==> config.mk <==
export PLATFORM = sky130hd
export DESIGN_NAME = btn_hex_entry
export DESIGN_NICKNAME = d
export VERILOG_FILES = /design/src/rtl/btn_hex_pkg.sv /design/src/rtl/btn_hex_entry_debounce.sv /design/src/rtl/btn_hex_entry.sv
export SDC_FILE = /design/constraint.sdc
export NUM_CORES = 1
export LEC_CHECK = 0
export ABC_AREA = 1
export CAP_MARGIN = 0
export CORE_AREA = 2 2 121 123
export DETAILED_ROUTE_END_ITERATION = 10
export DIE_AREA = 0 0 123 125
export PLACE_DENSITY = 0.73
export SLEW_MARGIN = 5
export SYNTH_ARGS = -nofsm -noshare
export SYNTH_HDL_FRONTEND = slang
export SYNTH_SLANG_ARGS = --single-unit
==> constraint.sdc <==
create_clock -name CLK_100MHZ -period 10.68 [get_ports CLK_100MHZ]
set_clock_uncertainty 0.05 [all_clocks]
set_input_delay 1.602 -clock CLK_100MHZ [delete_from_list [all_inputs] [get_ports CLK_100MHZ]]
set_output_delay 1.602 -clock CLK_100MHZ [all_outputs]
set_load 0.05 [all_outputs]
==> src/rtl/btn_hex_pkg.sv <==
// Shared constants for the button-driven hex entry path.
// Button indices, digit count and debounce counter sizing helpers.
package btn_hex_pkg;

  localparam int BTN_UP    = 0;
  localparam int BTN_DOWN  = 1;
  localparam int BTN_LEFT  = 2;
  localparam int BTN_RIGHT = 3;
  localparam int BTN_CLR   = 4;
  localparam int NUM_BTN   = 5;

  localparam int NUM_DIGITS = 4;

  // Debounce counter width for the production debounce length.
  localparam int DEBOUNCE_CYCLES_DEF = 1000000;
  localparam int DB_CNT_W            = $clog2(DEBOUNCE_CYCLES_DEF);

  // Width of a counter that spans 0..n-1; never narrower than one bit.
  function automatic int cnt_w(input int n);
    return (n < 2) ? 1 : $clog2(n);
  endfunction

  // Action chosen by the arbiter for the current cycle.
  typedef enum logic [2:0] {
    ACT_NONE,
    ACT_CLR,
    ACT_UP,
    ACT_DOWN,
    ACT_LEFT,
    ACT_RIGHT
  } act_e;

endpackage

==> src/rtl/btn_hex_entry_debounce.sv <==
// Per-button conditioning: 2-flop synchronizer, debounce counter and
// rising-edge detector. level_o is the accepted (debounced) level,
// press_o a registered one-cycle pulse on each accepted press.
module btn_debounce
  import btn_hex_pkg::*;
#(
  parameter int DEBOUNCE_CYCLES = 1000000
) (
  input  logic clk_i,
  input  logic rst_i,
  input  logic btn_i,
  output logic level_o,
  output logic press_o
);

  localparam int             CW       = cnt_w(DEBOUNCE_CYCLES);
  localparam logic [CW-1:0]  CNT_LAST = CW'(DEBOUNCE_CYCLES - 1);

  logic          sync1_q, sync2_q;
  logic          stable_q, stable_dly_q;
  logic          press_q;
  logic [CW-1:0] cnt_q;

  // Bring the asynchronous button into the clock domain.
  always_ff @(posedge clk_i or posedge rst_i) begin
    if (rst_i) begin
      sync1_q <= 1'b0;
      sync2_q <= 1'b0;
    end else begin
      sync1_q <= btn_i;
      sync2_q <= sync1_q;
    end
  end

  // Accept a new level only after DEBOUNCE_CYCLES consecutive differing samples.
  always_ff @(posedge clk_i or posedge rst_i) begin
    if (rst_i) begin
      cnt_q    <= '0;
      stable_q <= 1'b0;
    end else if (sync2_q == stable_q) begin
      cnt_q <= '0;
    end else if (cnt_q == CNT_LAST) begin
      stable_q <= ~stable_q;
      cnt_q    <= '0;
    end else begin
      cnt_q <= cnt_q + CW'(1);
    end
  end

  // Registered press pulse on the rising edge of the accepted level.
  always_ff @(posedge clk_i or posedge rst_i) begin
    if (rst_i) begin
      stable_dly_q <= 1'b0;
      press_q      <= 1'b0;
    end else begin
      stable_dly_q <= stable_q;
      press_q      <= stable_q & ~stable_dly_q;
    end
  end

  assign level_o = stable_q;
  assign press_o = press_q;

endmodule

==> src/rtl/btn_hex_entry.sv <==
// Button-driven 4-digit hex editor feeding the seven-segment display stage.
// Debounces UP/DOWN/LEFT/RIGHT/CLR, arbitrates one action per cycle
// (CLR > UP > DOWN > LEFT > RIGHT) and holds VALUE/CURSOR/CUR_AN.
// Optional macro BTN_HEX_AUTO_REPEAT_EN adds auto-repeat on UP and DOWN.
module btn_hex_entry
  import btn_hex_pkg::*;
#(
  parameter int DEBOUNCE_CYCLES = 1000000,
  parameter int REPEAT_DELAY    = 50000000,
  parameter int REPEAT_PERIOD   = 15000000
) (
  input  logic               CLK_100MHZ,
  input  logic               RST,
  input  logic [NUM_BTN-1:0] BTN,
  output logic [15:0]        VALUE,
  output logic [1:0]         CURSOR,
  output logic [3:0]         CUR_AN,
  output logic               CHANGED
);

  logic [NUM_BTN-1:0] level, press;
  logic               up_evt, down_evt;
  act_e               act;

  logic [15:0] value_q, value_d;
  logic [1:0]  cursor_q, cursor_d;
  logic [3:0]  cur_an_q;
  logic        act_q, changed_q;
  logic [3:0]  dig;

  for (genvar i = 0; i < NUM_BTN; i++) begin : g_btn
    btn_debounce #(
      .DEBOUNCE_CYCLES(DEBOUNCE_CYCLES)
    ) u_db (
      .clk_i   (CLK_100MHZ),
      .rst_i   (RST),
      .btn_i   (BTN[i]),
      .level_o (level[i]),
      .press_o (press[i])
    );
  end

`ifdef BTN_HEX_AUTO_REPEAT_EN
  localparam int RW = cnt_w((REPEAT_DELAY > REPEAT_PERIOD) ? REPEAT_DELAY : REPEAT_PERIOD);

  logic [1:0] rpt_pulse;

  // UP (0) and DOWN (1) share button index and repeat slot.
  for (genvar r = 0; r < 2; r++) begin : g_rpt
    logic [RW-1:0] rcnt_q;
    logic          ron_q;

    assign rpt_pulse[r] = ron_q & level[r] & (rcnt_q == '0);

    // Count down from the press to the first repeat, then between repeats.
    always_ff @(posedge CLK_100MHZ or posedge RST) begin
      if (RST) begin
        ron_q  <= 1'b0;
        rcnt_q <= '0;
      end else if (!level[r]) begin
        ron_q  <= 1'b0;
        rcnt_q <= '0;
      end else if (press[r]) begin
        ron_q  <= 1'b1;
        rcnt_q <= RW'(REPEAT_DELAY - 1);
      end else if (rpt_pulse[r]) begin
        rcnt_q <= RW'(REPEAT_PERIOD - 1);
      end else if (ron_q) begin
        rcnt_q <= rcnt_q - RW'(1);
      end
    end
  end

  assign up_evt   = press[BTN_UP]   | rpt_pulse[BTN_UP];
  assign down_evt = press[BTN_DOWN] | rpt_pulse[BTN_DOWN];
`else
  assign up_evt   = press[BTN_UP];
  assign down_evt = press[BTN_DOWN];
`endif

  // Levels are only consumed by the repeat logic; keep lint quiet otherwise.
  logic unused_cfg;
  assign unused_cfg = ^{level, REPEAT_DELAY[0], REPEAT_PERIOD[0]};

  // Fixed-priority arbiter; losing pulses are dropped.
  always_comb begin
    act = ACT_NONE;
    if      (press[BTN_CLR])   act = ACT_CLR;
    else if (up_evt)           act = ACT_UP;
    else if (down_evt)         act = ACT_DOWN;
    else if (press[BTN_LEFT])  act = ACT_LEFT;
    else if (press[BTN_RIGHT]) act = ACT_RIGHT;
  end

  // Next value/cursor for the selected action.
  always_comb begin
    value_d  = value_q;
    cursor_d = cursor_q;
    dig      = value_q[{cursor_q, 2'b00} +: 4];
    case (act)
      ACT_CLR:   value_d = '0;
      ACT_UP:    value_d[{cursor_q, 2'b00} +: 4] = dig + 4'd1;
      ACT_DOWN:  value_d[{cursor_q, 2'b00} +: 4] = dig - 4'd1;
      ACT_LEFT:  cursor_d = cursor_q + 2'd1;
      ACT_RIGHT: cursor_d = cursor_q - 2'd1;
      default:   ;
    endcase
  end

  // Output registers; CHANGED trails the update by one cycle.
  always_ff @(posedge CLK_100MHZ or posedge RST) begin
    if (RST) begin
      value_q   <= '0;
      cursor_q  <= '0;
      cur_an_q  <= 4'b1110;
      act_q     <= 1'b0;
      changed_q <= 1'b0;
    end else begin
      value_q   <= value_d;
      cursor_q  <= cursor_d;
      cur_an_q  <= ~(4'b0001 << cursor_d);
      act_q     <= (act != ACT_NONE);
      changed_q <= act_q;
    end
  end

  assign VALUE   = value_q;
  assign CURSOR  = cursor_q;
  assign CUR_AN  = cur_an_q;
  assign CHANGED = changed_q;

endmodule
==> load_flow_metrics.sql <==
INSERT INTO impl_metrics (metric_group, metric, value, unit) VALUES
('synthesis', 'synth-edff-count', '0', ''),
('synthesis', 'ys_warns', '0', ''),
('clock_tree', 'cts_htree_levels', '4', ''),
('drt', 'met2WireLength', '6840', 'um'),
('drt', 'drt_wl_total', '14900', 'um'),
('drt', 'vias', '5997', ''),
('floorplan', 'floorplan.die.width', '123', 'um'),
('sta', 'holdWs', '0.296', 'ns'),
('clock_tree', 'largest_buffer_count_on_any_clock_path', '2', ''),
('synthesis', 'synthesis.nets', '921', ''),
('clock_tree', 'setup_fix_bufs_post_cts', '0', ''),
('critical_path', 'crit_path_max_incr_delay', '0.95', 'ns'),
('sta', 'final-max-slew-violation-count', '0', ''),
('finish', 'syn2layout_area_growth', '14.3', '%'),
('global_routing', 'grt_pass1_vias', '5728', ''),
('synthesis', 'synth_flop_cell', 'sky130_fd_sc_hd__dfrtp_1', ''),
('drt', 'wl_per_instance', '13.1', 'um'),
('min_path', 'hp-start', 'g_btn[3].u_db.sync1_q', ''),
('floorplan', 'floorplan.rows', '44', ''),
('min_path', 'timing.hold.worst.class', 'reg2reg', ''),
('synthesis', 'synth-seq-cells', '149', ''),
('synthesis', 'yosysTopAreaCell', 'sky130_fd_sc_hd__dfrtp_1', ''),
('sta', 'min_period_over_period', '36.9', '%'),
('global_routing', 'gr-usage-all-layers', '21.2', '%'),
('drt', 'post_drt_via_cell_ratio', '5.27', ''),
('drt', 'met3RoutedLength', '603', 'um'),
('synthesis', 'syn-instance-count', '902', ''),
('clock_tree', 'clk-insertion-delay-late', '0.42', 'ns'),
('critical_path', 'critical_path.reg2reg.startpoint', 'CURSOR[0]', ''),
('place', 'post-dp-hpwl', '10400', 'um'),
('critical_path', 'type_of_the_setup_path_with_the_least_slack', 'reg2out', ''),
('synthesis', 'post_synth_most_frequent_cells', 'sky130_fd_sc_hd__nand2_1 (169), sky130_fd_sc_hd__dfrtp_1 (146), sky130_fd_sc_hd__nor2_1 (122), sky130_fd_sc_hd__inv_1 (108), sky130_fd_sc_hd__nand3_1 (55)', ''),
('clock_tree', 'cts.sink_count', '149', ''),
('critical_path', 'required', '9.03', 'ns'),
('synthesis', 'yosys-top-cells-area', 'sky130_fd_sc_hd__dfrtp_1 (48%), sky130_fd_sc_hd__nand2_1 (8.3%), sky130_fd_sc_hd__nor2_1 (6.0%)', ''),
('global_routing', 'grt_first_pass_wirelength', '26100', 'um'),
('clock_tree', 'cts.clk_slew.worst_paths', '0.06', 'ns'),
('sta', 'hold_viol', '0', ''),
('synthesis', 'post-synth-top-area-fraction', '47.8', '%'),
('run_status', 'status', 'completed', ''),
('critical_path', 'timing.critical_path.to_type', 'output port', ''),
('critical_path', 'cp_max_fo', '24', ''),
('floorplan', 'design.portCount', '30', ''),
('critical_path', 'critical_path_arrival', '2.29', 'ns'),
('floorplan', 'design.die.area', '15400', 'um^2'),
('critical_path', 'timing.reg2reg.setup_slack', '7.70', 'ns'),
('place', 'buffer_ports.inserted', '29', ''),
('critical_path', 'worstSetupPathDepth', '1', ''),
('drt', 'post-route-drc-count', '0', ''),
('synthesis', 'post_synth_instance_area', '7650', 'um^2'),
('clock_tree', 'cts_repair_resize_count', '0', ''),
('synthesis', 'sequential_to_total_area_share_from_yosys_stat', '48.8', '%'),
('power', 'pwr_density', '140', 'nW/um^2'),
('floorplan', 'core_region_area', '14200', 'um^2'),
('sta', 'fin_tns_setup', '0', 'ns'),
('min_path', 'worst_hold_path.num_cells', '0', ''),
('sta', 'slew_headroom', '40.6', '%'),
('drt', 'wl_met1', '7250', 'um'),
('sta', 'rsz_0062_raised_after_global_routing', 'no', ''),
('sta', 'tightest_slew', '0.891', 'ns'),
('clock_tree', 'cts_tree', 'yes', ''),
('synthesis', 'synth_cell_types', '53', ''),
('sta', 'max_clock_freq', '0.254', 'GHz'),
('critical_path', 'crit_chain', 'clkdlybuf4s50_1', ''),
('drt', 'top_layer', 'met4', ''),
('min_path', 'end_point_of_the_worst_hold_path', 'g_btn[3].u_db.sync2_q', ''),
('finish', 'filler_cell_count', '1232', ''),
('floorplan', 'floorplan.initialDensity', '53.9', '%'),
('critical_path', 'cp_top_family', 'buffers and inverters', ''),
('sta', 'finalSetupViolations', '0', ''),
('drt', 'drt_first_iter_violations', '451', '');
[registers in the layout, indices dropped and copies added, names as in the netlist]
signal                   flops
CHANGED                      1
g_btn.u_db.cnt_q           100
CURSOR                       2
g_btn.u_db.sync2_q           5
g_btn.u_db.stable_dly_q      5
VALUE                       16
g_btn.u_db.press_o           5
g_btn.u_db.level_o           5
act_q                        1
CUR_AN                       4
g_btn.u_db.sync1_q           5
[layer usage]
layer / vias up / global-route usage, %
met5: - / 0
met4: 0 / 7.55
met3: 22 / 4.52
met2: 149 / 32.6
met1: 2792 / 29.7
li1: 3034 / -
[through the flow]
stage               setup WS, ns  power [mW]  area (um^2)  util (%)
finish                      6.74        1.22         8750      61.6
global route                6.62        1.26         8750      61.6
global placement            7.07       0.618         8130      57.3
CTS                         6.77        1.23         8750      61.6
floorplan                   5.02       0.608         7650         -
detailed placement          7.05       0.619         8130      57.3
[cells by family (layout without fill, tap and decap cells)]
family / Yosys count / in the layout / synth area share [%]
adder cells (fa/ha/maj): 12 / 12 / 1.96
multiplexers: 4 / 4 / 0.589
flip-flops: 149 / 149 / 48.8
AND/OR/NAND/NOR: 474 / 474 / 29.6
buffers and inverters: 125 / 178 / 6.41
AO/OA/AOI/OAI: 90 / 90 / 6.88
XOR/XNOR: 48 / 48 / 5.79
[layout make-up]
class | count | area share (%)
clock buffers | 23 | 5.58
clock inverters | 9 | 1.43
inverters | 116 | 5.09
multi-input cells | 628 | 39.2
flip-flops and latches | 149 | 42.7
well taps | 184 | 2.63
repair buffers | 30 | 3.40
[placed cells by master, fill, tap and decap left out, types with 2 or more instances in the layout]
master                            instances
sky130_fd_sc_hd__xor2_1                  32
sky130_fd_sc_hd__nand2_1                169
sky130_fd_sc_hd__a211oi_1                 2
sky130_fd_sc_hd__xnor2_1                 13
sky130_fd_sc_hd__dfstp_2                  3
sky130_fd_sc_hd__nor3b_1                  4
sky130_fd_sc_hd__clkbuf_8                 4
sky130_fd_sc_hd__dfrtp_1                146
sky130_fd_sc_hd__clkbuf_16               17
sky130_fd_sc_hd__nand4_1                 31
sky130_fd_sc_hd__nand3b_1                 2
sky130_fd_sc_hd__or2_2                    3
sky130_fd_sc_hd__xor2_2                   2
sky130_fd_sc_hd__nor3_1                  28
sky130_fd_sc_hd__nand2_2                  5
sky130_fd_sc_hd__nor2_4                   4
sky130_fd_sc_hd__nor2_2                  12
sky130_fd_sc_hd__clkbuf_1                 2
sky130_fd_sc_hd__inv_2                    5
sky130_fd_sc_hd__nor4_1                  10
sky130_fd_sc_hd__a31oi_1                  5
sky130_fd_sc_hd__nor3b_2                  2
sky130_fd_sc_hd__nor2_1                 122
sky130_fd_sc_hd__nand3_1                 55
sky130_fd_sc_hd__a21oi_1                 41
sky130_fd_sc_hd__o21ai_0                 21
sky130_fd_sc_hd__clkinvlp_4               2
sky130_fd_sc_hd__inv_1                  107
sky130_fd_sc_hd__nor3_2                   4
sky130_fd_sc_hd__and3_1                   8
sky130_fd_sc_hd__nand3_2                  9
sky130_fd_sc_hd__bufinv_16                3
sky130_fd_sc_hd__inv_4                    2
sky130_fd_sc_hd__o211ai_1                 3
sky130_fd_sc_hd__ha_1                    12
sky130_fd_sc_hd__o21a_1                   8
sky130_fd_sc_hd__clkdlybuf4s50_1         29
sky130_fd_sc_hd__clkinv_2                 4
sky130_fd_sc_hd__mux2_2                   4
[where the power goes]
part / total [mW] / internal, mW / leakage (nW) / switching, mW
Sequential: 0.576 / 0.571 / 2.04 / 0.00423
Clock: 0.614 / 0.391 / 0.299 / 0.224
Combinational: 0.0319 / 0.00878 / 1.62 / 0.0231
Total: 1.22 / 0.971 / 3.95 / 0.251
[worst max-delay path by stage]
stage,start,end,slack (ns)
finish,CURSOR[0],CURSOR[0],6.74
global route,CURSOR[0],CURSOR[0],6.62
detailed placement,RST,g_btn[1].u_db.sync1_q,7.05
floorplan,RST,CHANGED,5.02
global placement,RST,g_btn[4].u_db.cnt_q[10],7.07
CTS,CURSOR[0],CURSOR[0],6.77
No activity file was read; power rests on OpenSTA's default activity.
